--- config.mk ---
export PLATFORM = sky130hd
export DESIGN_NAME = ps2_rx
export DESIGN_NICKNAME = d
export VERILOG_FILES = /design/src/rtl/ps2_rx.sv
export SDC_FILE = /design/constraint.sdc
export NUM_CORES = 1
export LEC_CHECK = 0
export ABC_AREA = 1
export ABC_CLOCK_PERIOD_IN_PS = 1910
export CORE_MARGIN = 2
export CORE_UTILIZATION = 29
export CTS_CLUSTER_DIAMETER = 100
export DETAILED_ROUTE_END_ITERATION = 10
export PLACE_DENSITY_LB_ADDON = 0.08
export SLEW_MARGIN = 20
export SYNTH_ARGS = -nofsm -noshare
export SYNTH_HDL_FRONTEND = slang
export SYNTH_SLANG_ARGS = --single-unit
--- constraint.sdc ---
create_clock -name clk -period 1.91 [get_ports clk]
set_input_delay 0.191 -clock clk [delete_from_list [all_inputs] [get_ports clk]]
set_output_delay 0.191 -clock clk [all_outputs]
set_load 0.1 [all_outputs]
--- src/rtl/ps2_rx.sv ---
// rtl/ps2_rx.sv - PS/2 device-to-host receiver with glitch filter, parity/framing checks and watchdog
module ps2_rx #(
  parameter int FILTER_LEN = 8,
  parameter int TIMEOUT    = 10000
) (
  input  logic       clk,
  input  logic       rst_n,
  input  logic       ps2_clk,
  input  logic       ps2_data,
  output logic [7:0] out,
  output logic       new_byte,
  output logic       parity_err,
  output logic       frame_err,
  output logic       timeout_err,
  output logic       busy
);

  typedef enum logic [1:0] {IDLE, DATA, PARITY, STOP} state_t;

  localparam logic [3:0]  FILT_LAST = 4'(FILTER_LEN - 1);
  localparam logic [13:0] WDOG_LAST = 14'(TIMEOUT - 1);

  logic [1:0]  clk_sync;
  logic [1:0]  data_sync;
  logic        clk_s;
  logic        data_s;
  logic [3:0]  filt_cnt;
  logic        filt_clk;
  logic        filt_prev;
  logic        fall;

  state_t      state, state_n;
  logic [2:0]  bit_cnt, bit_cnt_n;
  logic [7:0]  shift, shift_n;
  logic        par, par_n;
  logic [13:0] wdog, wdog_n;
  logic [7:0]  out_n;
  logic        new_byte_n, parity_err_n, frame_err_n, timeout_err_n;

  assign clk_s  = clk_sync[1];
  assign data_s = data_sync[1];
  assign fall   = filt_prev & ~filt_clk;
  assign busy   = (state != IDLE);

  // Two-flop synchronisers for both raw pins; idle level of the bus is high
  always_ff @(posedge clk or negedge rst_n) begin
    if (!rst_n) begin
      clk_sync  <= 2'b11;
      data_sync <= 2'b11;
    end else begin
      clk_sync  <= {clk_sync[0], ps2_clk};
      data_sync <= {data_sync[0], ps2_data};
    end
  end

  // Filtered clock only follows the synced clock after FILTER_LEN agreeing samples
  always_ff @(posedge clk or negedge rst_n) begin
    if (!rst_n) begin
      filt_cnt  <= 4'd0;
      filt_clk  <= 1'b1;
      filt_prev <= 1'b1;
    end else begin
      filt_prev <= filt_clk;
      if (clk_s == filt_clk) begin
        filt_cnt <= 4'd0;
      end else if (filt_cnt == FILT_LAST) begin
        filt_cnt <= 4'd0;
        filt_clk <= clk_s;
      end else begin
        filt_cnt <= filt_cnt + 4'd1;
      end
    end
  end

  // Frame state register together with datapath and registered status pulses
  always_ff @(posedge clk or negedge rst_n) begin
    if (!rst_n) begin
      state       <= IDLE;
      bit_cnt     <= 3'd0;
      shift       <= 8'h00;
      par         <= 1'b0;
      wdog        <= 14'd0;
      out         <= 8'h00;
      new_byte    <= 1'b0;
      parity_err  <= 1'b0;
      frame_err   <= 1'b0;
      timeout_err <= 1'b0;
    end else begin
      state       <= state_n;
      bit_cnt     <= bit_cnt_n;
      shift       <= shift_n;
      par         <= par_n;
      wdog        <= wdog_n;
      out         <= out_n;
      new_byte    <= new_byte_n;
      parity_err  <= parity_err_n;
      frame_err   <= frame_err_n;
      timeout_err <= timeout_err_n;
    end
  end

  // Next-state logic: bits are taken on filtered falling edges; a fall always beats the watchdog
  always_comb begin
    state_n       = state;
    bit_cnt_n     = bit_cnt;
    shift_n       = shift;
    par_n         = par;
    wdog_n        = wdog;
    out_n         = out;
    new_byte_n    = 1'b0;
    parity_err_n  = 1'b0;
    frame_err_n   = 1'b0;
    timeout_err_n = 1'b0;
    if (fall) begin
      wdog_n = 14'd0;
      case (state)
        IDLE: begin
          if (!data_s) begin
            state_n   = DATA;
            bit_cnt_n = 3'd0;
          end
        end
        DATA: begin
          shift_n   = {data_s, shift[7:1]};
          bit_cnt_n = bit_cnt + 3'd1;
          if (bit_cnt == 3'd7) state_n = PARITY;
        end
        PARITY: begin
          par_n   = data_s;
          state_n = STOP;
        end
        STOP: begin
          state_n = IDLE;
          if (!data_s) begin
            frame_err_n = 1'b1;
          end else if (^{shift, par}) begin
            out_n      = shift;
            new_byte_n = 1'b1;
          end else begin
            parity_err_n = 1'b1;
          end
        end
        default: state_n = IDLE;
      endcase
    end else if (state == IDLE) begin
      wdog_n = 14'd0;
    end else if (wdog == WDOG_LAST) begin
      state_n       = IDLE;
      bit_cnt_n     = 3'd0;
      wdog_n        = 14'd0;
      timeout_err_n = 1'b1;
    end else begin
      wdog_n = wdog + 14'd1;
    end
  end

endmodule

== Yosys cells after proc, flatten, opt, wreduce, memory -nomap -nowiden ==
Cells that the tools add are included.

* Register bits: 50
* Output and inout bits: 13

* Add/sub/neg operators: 3
* Equality and inequality tests: 11
* Muxes and demuxes: 30
* Bitwise gates (word level): 3
* Reduce and logical (&&, ||, !) cells: 10

{| class="wikitable"
|+ Operator list
! cell !! number
|-
| 14-bit two-way mux || 3
|-
| 14-bit by 1-bit adder with 14-bit output, second input constant || 1
|-
| 14-bit == test, second input constant || 1
|-
| 1-bit two-way mux || 14
|-
| 3-bit two-way mux || 4
|-
| 4-bit AND reduction || 3
|-
| 2-bit two-way mux || 5
|-
| 9-bit parity || 1
|-
| 4-bit two-way mux || 2
|-
| 2-bit one-hot mux with 4 select lines || 1
|-
| 3-bit one-hot mux with 2 select lines || 1
|-
| 2-bit AND reduction || 3
|-
| 4-bit by 1-bit adder with 4-bit output, second input constant || 1
|-
| 2-bit == test, second input constant || 2
|-
| 4-bit by 3-bit == test with 1-bit output, second input constant || 1
|-
| 2-bit inequality test, second input constant || 2
|-
| 2-bit nonzero test || 2
|-
| 3-bit by 1-bit adder with 3-bit output, second input constant || 1
|-
| 3-bit == test, second input constant || 1
|-
| 3-bit by 1-bit inequality test with 1-bit output, second input constant || 1
|-
| 3-bit inequality test, second input constant || 1
|-
| 2-bit by 1-bit == test with 1-bit output, second input constant || 1
|-
| 2-bit zero test || 1
|-
| 1-bit inverter || 2
|-
| other kinds (2) || 2
|}

== Logic depth before layout (Yosys ltp) ==
Gate-level depths: netlist of run 1.

* Depth after elaboration: 5
* Gate-level depth with buffers: 10
* Mapped depth without buffers: 10

== Least setup slack after synthesis of run 1 ==
Ideal clock, no wire load.

* Path type: flip-flop to flip-flop
* From: register state[0]
* To: register bit_cnt[1]
* Setup time: 126 ps
* Data arrival time: 1723 ps
* Data required time: 1784 ps
* Slack: 61 ps
* Cell stages (with the launch flop): 7
* Period minus slack after synthesis: 1849 ps
* Cells stage by stage: dfrtp_1 -> inv_1 -> ha_1 -> inv_1 -> nand3_1 -> nand3_2 -> o21ai_0

* Longest elaborated chain between the ends: 3

{| class="wikitable"
|+ RTL lines
! element !! line !! text
|-
| start, declared || 32 || <nowiki>state_t state, state_n;</nowiki>
|-
| start signal, assigned || 89 || <nowiki>state <= state_n;</nowiki>
|-
| 2-bit by 1-bit == test with 1-bit output or 2-bit zero test (tied branches) || 116, 145 ||
|-
| 3-bit by 1-bit inequality test with 1-bit output (no line), or another cell as far along || -- ||
|-
| 4-bit AND reduction (no line) or 3-bit two-way mux (tied branches) || -- ||
|-
| end signal, assigned || 90 || <nowiki>bit_cnt <= bit_cnt_n;</nowiki>
|-
| end, declared || 33 || <nowiki>logic [2:0] bit_cnt, bit_cnt_n;</nowiki>
|}

Several ways; a longest one is shown, not always the timed one.
A chain may end at the register's enable or synchronous reset.

== Worst setup path after layout of run 1 ==
* From: register state[0]
* To: output busy

* Longest elaborated chain between the ends: 1

{| class="wikitable"
|+ RTL lines
! element !! line !! text
|-
| 2-bit nonzero test || 43 || <nowiki>assign busy = (state != IDLE);</nowiki>
|-
| end, declared || 15 || <nowiki>output logic busy</nowiki>
|}

No other way between the ends.

==> impl_metrics.json, run 1 <==
{
  "ant_nets": 0,
  "slowest_stage": "dfrtp_1",
  "ys.flop_type": "dfrtp_1",
  "start_util": 0.304,
  "hold_ws_ns": 0.281,
  "dieHeight_um": 94.4,
  "ioPinCount": 17,
  "cts-root-buf": "clkbuf_8",
  "dr_total_vias": 1767,
  "groute.usage.overall": 0.117,
  "num_rows": 32,
  "postSynthNetCount": 285,
  "clock_latency_ns": 0.31,
  "hold_class": "input port to flop",
  "rsz0062_at_grt": "false",
  "cts_resized": 0,
  "clkSinkCount": 50,
  "worst_slew_pin_slew_ns": 0.466,
  "cp.arrival_ns": 1.51,
  "finalSetupViolCount": 0,
  "drtIter0Drc": 60,
  "clkTransAtPathRegs_ns": 0.10,
  "tns_ns": 0,
  "portBuffers": 16,
  "min_period_ns": 1.70,
  "antenna_cells": 0,
  "vias_per_cell": 4.41,
  "seq_area_frac_synth": 0.531,
  "hold_viol": 0,
  "power.density_nw_per_um2": 782,
  "leakagePower_nw": 1.32,
  "cp-start-kind": "flop",
  "slew_headroom": 0.688,
  "crit_family": "buffers and inverters",
  "finClkSkew_ns": 0.0123,
  "synth_warnings": 0,
  "synthToLayoutAreaGrowth_pct": 17.7,
  "drc": 0,
  "die_area_um2": 8910,
  "regArea_um2": 1260,
  "ys_ff_latch": 50,
  "place_congestion": 0.729,
  "fmax_mhz": 588,
  "grt-busiest-layer": "met2",
  "multiInputGateArea_um2": 976,
  "met3_usage": 0.0303,
  "dp_hpwl_um": 3410,
  "async_flop_share": 1.00,
  "overflow": 0,
  "core_area_um2": 7810,
  "critical_path.endpoint_type": "primary output",
  "grt_pass1_wl_um": 8080,
  "crit_path_frequent_cell": "inv_1",
  "finalCritPeriodShare": 0.891,
  "die_w_um": 94.4,
  "worstPathCellList": "inv_1, ha_1, inv_1, buf_12",
  "grt_max_degree": 51,
  "layout_commonest_cell": "nand2_1",
  "status": "completed",
  "grt_pass1_vias": 1714,
  "fin_nets": 311,
  "final_cell_mix": "nand2_1 (80), dfrtp_1 (44), inv_1 (32), nor2_1 (26), nand3_1 (21)",
  "synth_cells": 272,
  "cts_made_buffers": 5,
  "use_met2": 0.185,
  "wirelength_um": 4640,
  "first_pass_iters": 4,
  "synth_edf_count": 0,
  "slew_viol_final": 0,
  "post_cts_buffers": 0,
  "yosysUniqueCellTypes": 31,
  "worstPathRequired_ns": 1.72,
  "syn-cell-area_um2": 2370,
  "htree_levels": 2,
  "path_max_fanout": 6,
  "vdd_drop_max_uv": 440,
  "antenna_found_initial": 0,
  "clockBufferDepth": 2,
  "nFillCells": 819,
  "met1_usage": 0.155,
  "cts_tree": "yes",
  "drive_above_1_share": 0.147,
  "max_cap_viol_count": 0,
  "worst-path-buf-inv": 3,
  "routedWlPerCell_um": 11.6,
  "critPathMaxStageDelay_ns": 0.43,
  "critical_path_class": "flop to primary output",
  "synth.avg_cell_area_um2": 8.71
}
final timing paths:
kind                                        start                     end  cells after the start  slack [ns]
min reg2reg                data_sync[0]$_DFF_PN1_  data_sync[1]$_DFF_PN1_                      0        0.36
min                                       ps2_clk   clk_sync[0]$_DFF_PN1_                      1        0.28
max in group asynchronous                   rst_n  data_sync[1]$_DFF_PN1_                      3        1.22
min in group asynchronous                   rst_n      new_byte$_DFF_PN0_                      3        0.40
max reg2reg                   filt_prev$_DFF_PN1_      out[1]$_DFFE_PN0P_                      7        0.22
max                          state[0]$_DFFE_PN0P_                    busy                      4        0.21
power breakdown:
part	internal (mW)	total, mW	switching [mW]
clock	0.398	0.777	0.380
combinational	0.0869	0.248	0.161
sequential	1.12	1.16	0.0333
sequential cells by signal, indices dropped and copies added (netlist names), 2 cells and up:
name / count
wdog: 14
bit_cnt: 3
state: 2
data_sync: 2
clk_sync: 2
out: 8
shift: 8
filt_cnt: 4
metrics by stage:
stage / utilization / area [µm²] / total power, mW / worst slack, ns / instances
floorplan: - / 2370 / 1.34 / 0.0615 / 272
global placement: 0.341 / 2660 / 1.43 / 0.186 / 392
detailed placement: 0.341 / 2660 / 1.43 / 0.203 / 392
CTS: 0.357 / 2790 / 2.22 / 0.153 / 401
global route: 0.357 / 2790 / 2.31 / 0.0452 / 401
finish: 0.357 / 2790 / 2.18 / 0.208 / 401
kinds of logic (layout without fill, tap and decap cells):
kind of cell / Yosys count / in the layout / share of synthesized area
simple gates: 144 / 144 / 0.275
flops: 50 / 50 / 0.531
buf+inv: 35 / 62 / 0.0570
compound gates: 27 / 27 / 0.0628
fa+ha+maj: 9 / 9 / 0.0475
xor+xnor: 6 / 6 / 0.0222
mux: 1 / 1 / 0.00475
cell usage after synthesis, types with 3 or more instances:
library cell,instances,area (µm²)
nand3_1,21,105
inv_1,32,120
dfstp_2,6,158
nor2_1,26,97.6
nand2_1,80,300
a21oi_1,5,25.0
xnor2_1,4,35.0
o21ai_0,18,90.1
nor2_4,3,33.8
dfrtp_1,44,1100
ha_1,9,113
nor3_1,3,15.0
metal layers:
| layer | part of all wire | vias to the layer above |
|---|---|---|
| li1 | - | 914 |
| met1 | 0.50 | 817 |
| met2 | 0.45 | 27 |
| met3 | 0.031 | 9 |
| met4 | 0.020 | 0 |
| met5 | 0 | - |
final cells by class:
class | count | area share
Sequential cell | 50 | 0.451
Clock inverter | 3 | 0.0170
Clock buffer | 5 | 0.0247
Multi-Input combinational cell | 187 | 0.350
Tap cell | 102 | 0.0458
Timing Repair Buffer | 20 | 0.0646
Inverter | 34 | 0.0467
what timing repair did:
item                                   CTS  global route
hold buffers                             1             0
setup endpoints to repair                0             0
endpoints found under the hold margin   44             0
(Power assumes the default switching activity.)
==> run 2, diff against run 1 <==
--- a/config.mk
+++ b/config.mk
@@ -12,6 +12,7 @@
 export CTS_CLUSTER_DIAMETER = 100
 export DETAILED_ROUTE_END_ITERATION = 10
 export PLACE_DENSITY_LB_ADDON = 0.08
+export SKIP_LAST_GASP = 1
 export SLEW_MARGIN = 20
 export SYNTH_ARGS = -nofsm -noshare
 export SYNTH_HDL_FRONTEND = slang
==> results of run 2 <==
No change in the layout: final DEF, timing and power equal those of run 1.
==> variant (config.mk and constraints of run 2) <==
The 4 states of `state_t` get a one-hot encoding in 4 bits.
--- a/src/rtl/ps2_rx.sv
+++ b/src/rtl/ps2_rx.sv
@@ -15,7 +15,7 @@
   output logic       busy
 );
 
-  typedef enum logic [1:0] {IDLE, DATA, PARITY, STOP} state_t;
+  typedef enum logic [3:0] {IDLE = 4'b0001, DATA = 4'b0010, PARITY = 4'b0100, STOP = 4'b1000} state_t;
 
   localparam logic [3:0]  FILT_LAST = 4'(FILTER_LEN - 1);
   localparam logic [13:0] WDOG_LAST = 14'(TIMEOUT - 1);
Function: same outputs for any inputs over 10 cycles, from zero or initial values and one cycle with rst_n low; not proved beyond that.
==> variant against run 2 <==
Die area grew 2.3%. Area after synthesis grew 2.4%. Sequential cell count up 2. Sequential share of layout area grew 0.81 points. Worst setup slack gained 31 ps. Global-route usage rose by 0.30 points. Final area is 2.2% higher. Routed wire length rose by 3.2%. Via count up 1.6%. Critical path type is now reg2reg.
Power is not compared: it rests on default switching activity, and its combinational part moved more than twofold at a synthesized area within 25%.
==> variant: results (changes against run 2) <==
| Metric | Value |
|---|---|
| Data arrival, critical path | 1880 ps (+370 ps) |
| First-pass GRT wire length | 8521 um (+5.5%) |
| Post-Syn Nets | 289 (+1.4%) |
| Half-perimeter wire length of the detailed placement result | 3498 um (+2.7%) |
| Count of vias placed by the detailed router | 1795 (+1.6%) |
| Top area cells in the synthesized netlist | sky130_fd_sc_hd__dfrtp_1 (46%), sky130_fd_sc_hd__nand2_1 (12%), sky130_fd_sc_hd__dfstp_2 (7.6%) |
| Delay of the slowest cell on the worst path | 530 ps (+100 ps) |
| Cell at the slowest stage of the critical path | sky130_fd_sc_hd__dfstp_2 |
| CP Launch Point | filt_prev$_DFF_PN1_ |
| Commonest cells post-synth | sky130_fd_sc_hd__nand2_1 (77), sky130_fd_sc_hd__dfrtp_1 (45), sky130_fd_sc_hd__inv_1 (32) |
| Net total in the final layout | 319 (+2.6%) |
| GP Congestion | 0.7291 (about the same) |
| Total global-route track usage | 12.03% (+0.30 points) |
| Post-detailed-placement cell area | 0.002751 sq mm (+3.3%) |
| Largest fanout of any net on the critical path | 9 (+3) |
| Fraction of the mapped netlist area in adder cells | 2.577% (-2.2 points) |
| Compound-cell area share of the yosys netlist | 7.680% (+1.4 points) |
| Worst Path Class, Setup | reg2reg |
| Result of the run | complete, no violations |
| Yosys cell types | 33 (+6.5%) |
| Portion of the post-synthesis area used by sequential elements | 53.97% (+0.85 points) |
| Flop2flop setup slack | 240 ps (+20 ps) |
| Post-Route Skew | 12.54 ps (+0.2298 ps) |
| Transition time at the pin with the least slew margin | 531.6 ps (+65.72 ps) |
| Largest net degree at the start of global routing | 32 (-37%) |
| Clk Tree Root Cell | sky130_fd_sc_hd__clkbuf_8 |
| Mean routed wirelength per cell | 11.51 um (-0.53%) |
| Proportion of layout cells with a drive suffix above 1 | 18.01% (+3.3 points) |
| Count of fill cells added during filler insertion | 884 (+7.9%) |
| Fraction of synthesized area in multiplexers | 0.4639% (-0.011 points) |
| Synth Area in XOR/XNOR | 1.443% (-0.77 points) |
| Number of buffers added by the clock tree synthesis step | 5 (unchanged) |
| Initial detailed-routing violation count | 66 (+10%) |
## variant: cell type report
| cell class | instances | area (sq um) | share of cell area [%] |
|---|---|---|---|
| Tap cell | 105 | 131.4 | 4.607 |
| Timing Repair Buffer | 25 | 205.2 | 7.196 |
| Clock inverter | 3 | 21.27 | 0.7459 |
| Multi-Input combinational cell | 192 | 985.9 | 34.58 |
| Sequential cell | 52 | 1310 | 45.94 |
| Inverter | 34 | 128.9 | 4.520 |
| Clock buffer | 5 | 68.82 | 2.413 |
## variant: logic make-up (layout without fill, tap and decap cells)
kind of cell    count (synthesis)  after routing
compound gates                 32             32
xor+xnor                        4              4
fa+ha+maj                       5              5
buf+inv                        36             67
flops                          52             52
mux                             1              1
simple gates                  150            150
## variant: metrics by stage
stage | hold WS, ps | cells | setup slack, ps | power (mW)
after floorplan | -104.6 | 280 | 144.4 | 1.776
after global placement | 225.5 | 407 | 200.4 | 1.999
after detailed placement | 213.9 | 407 | 193.7 | 1.994
after CTS | 277.2 | 416 | 179.3 | 2.665
after global routing | 289.2 | 416 | 54.91 | 2.811
final | 287.4 | 416 | 238.9 | 2.608
## variant: how the worst min path moves through the flow
stage | from | to | slack (ps) | depth (start not counted)
after global routing | ps2_clk | clk_sync[0]$_DFF_PN1_ | 290 | 1
after floorplan | rst_n | bit_cnt[0]$_DFFE_PN0P_ | -100 | 0
final | ps2_clk | clk_sync[0]$_DFF_PN1_ | 290 | 1
after CTS | ps2_clk | clk_sync[0]$_DFF_PN1_ | 280 | 1
after detailed placement | rst_n | filt_cnt[2]$_DFF_PN0_ | 210 | 1
after global placement | rst_n | filt_cnt[1]$_DFF_PN0_ | 230 | 1
## variant: worst max-delay path: cells and delay by family (launching register included)
kind,cells,cell delay [ps]
buf+inv,2,150
flops,1,530
simple gates,5,890
## variant: what timing repair did
item                                    CTS  global route
endpoints found under the hold margin    21             0
hold buffers                              1             0
endpoints found under the setup margin    0             0
## variant: where the power goes
group	internal (mW)	switching, mW	leakage [nW]
combinational	0.216	0.445	0.648
sequential	1.22	0.0800	0.697
clock	0.261	0.387	0.0445
## variant: layer usage
metal / GRT usage [%] / vias to the layer above / part of all wire, %
met2: 19.78 / 16 / 46
met4: 3.929 / 0 / 1.2
met3: 2.609 / 4 / 2.3
met1: 15.76 / 821 / 50
li1: - / 954 / -
met5: 0 / - / 0
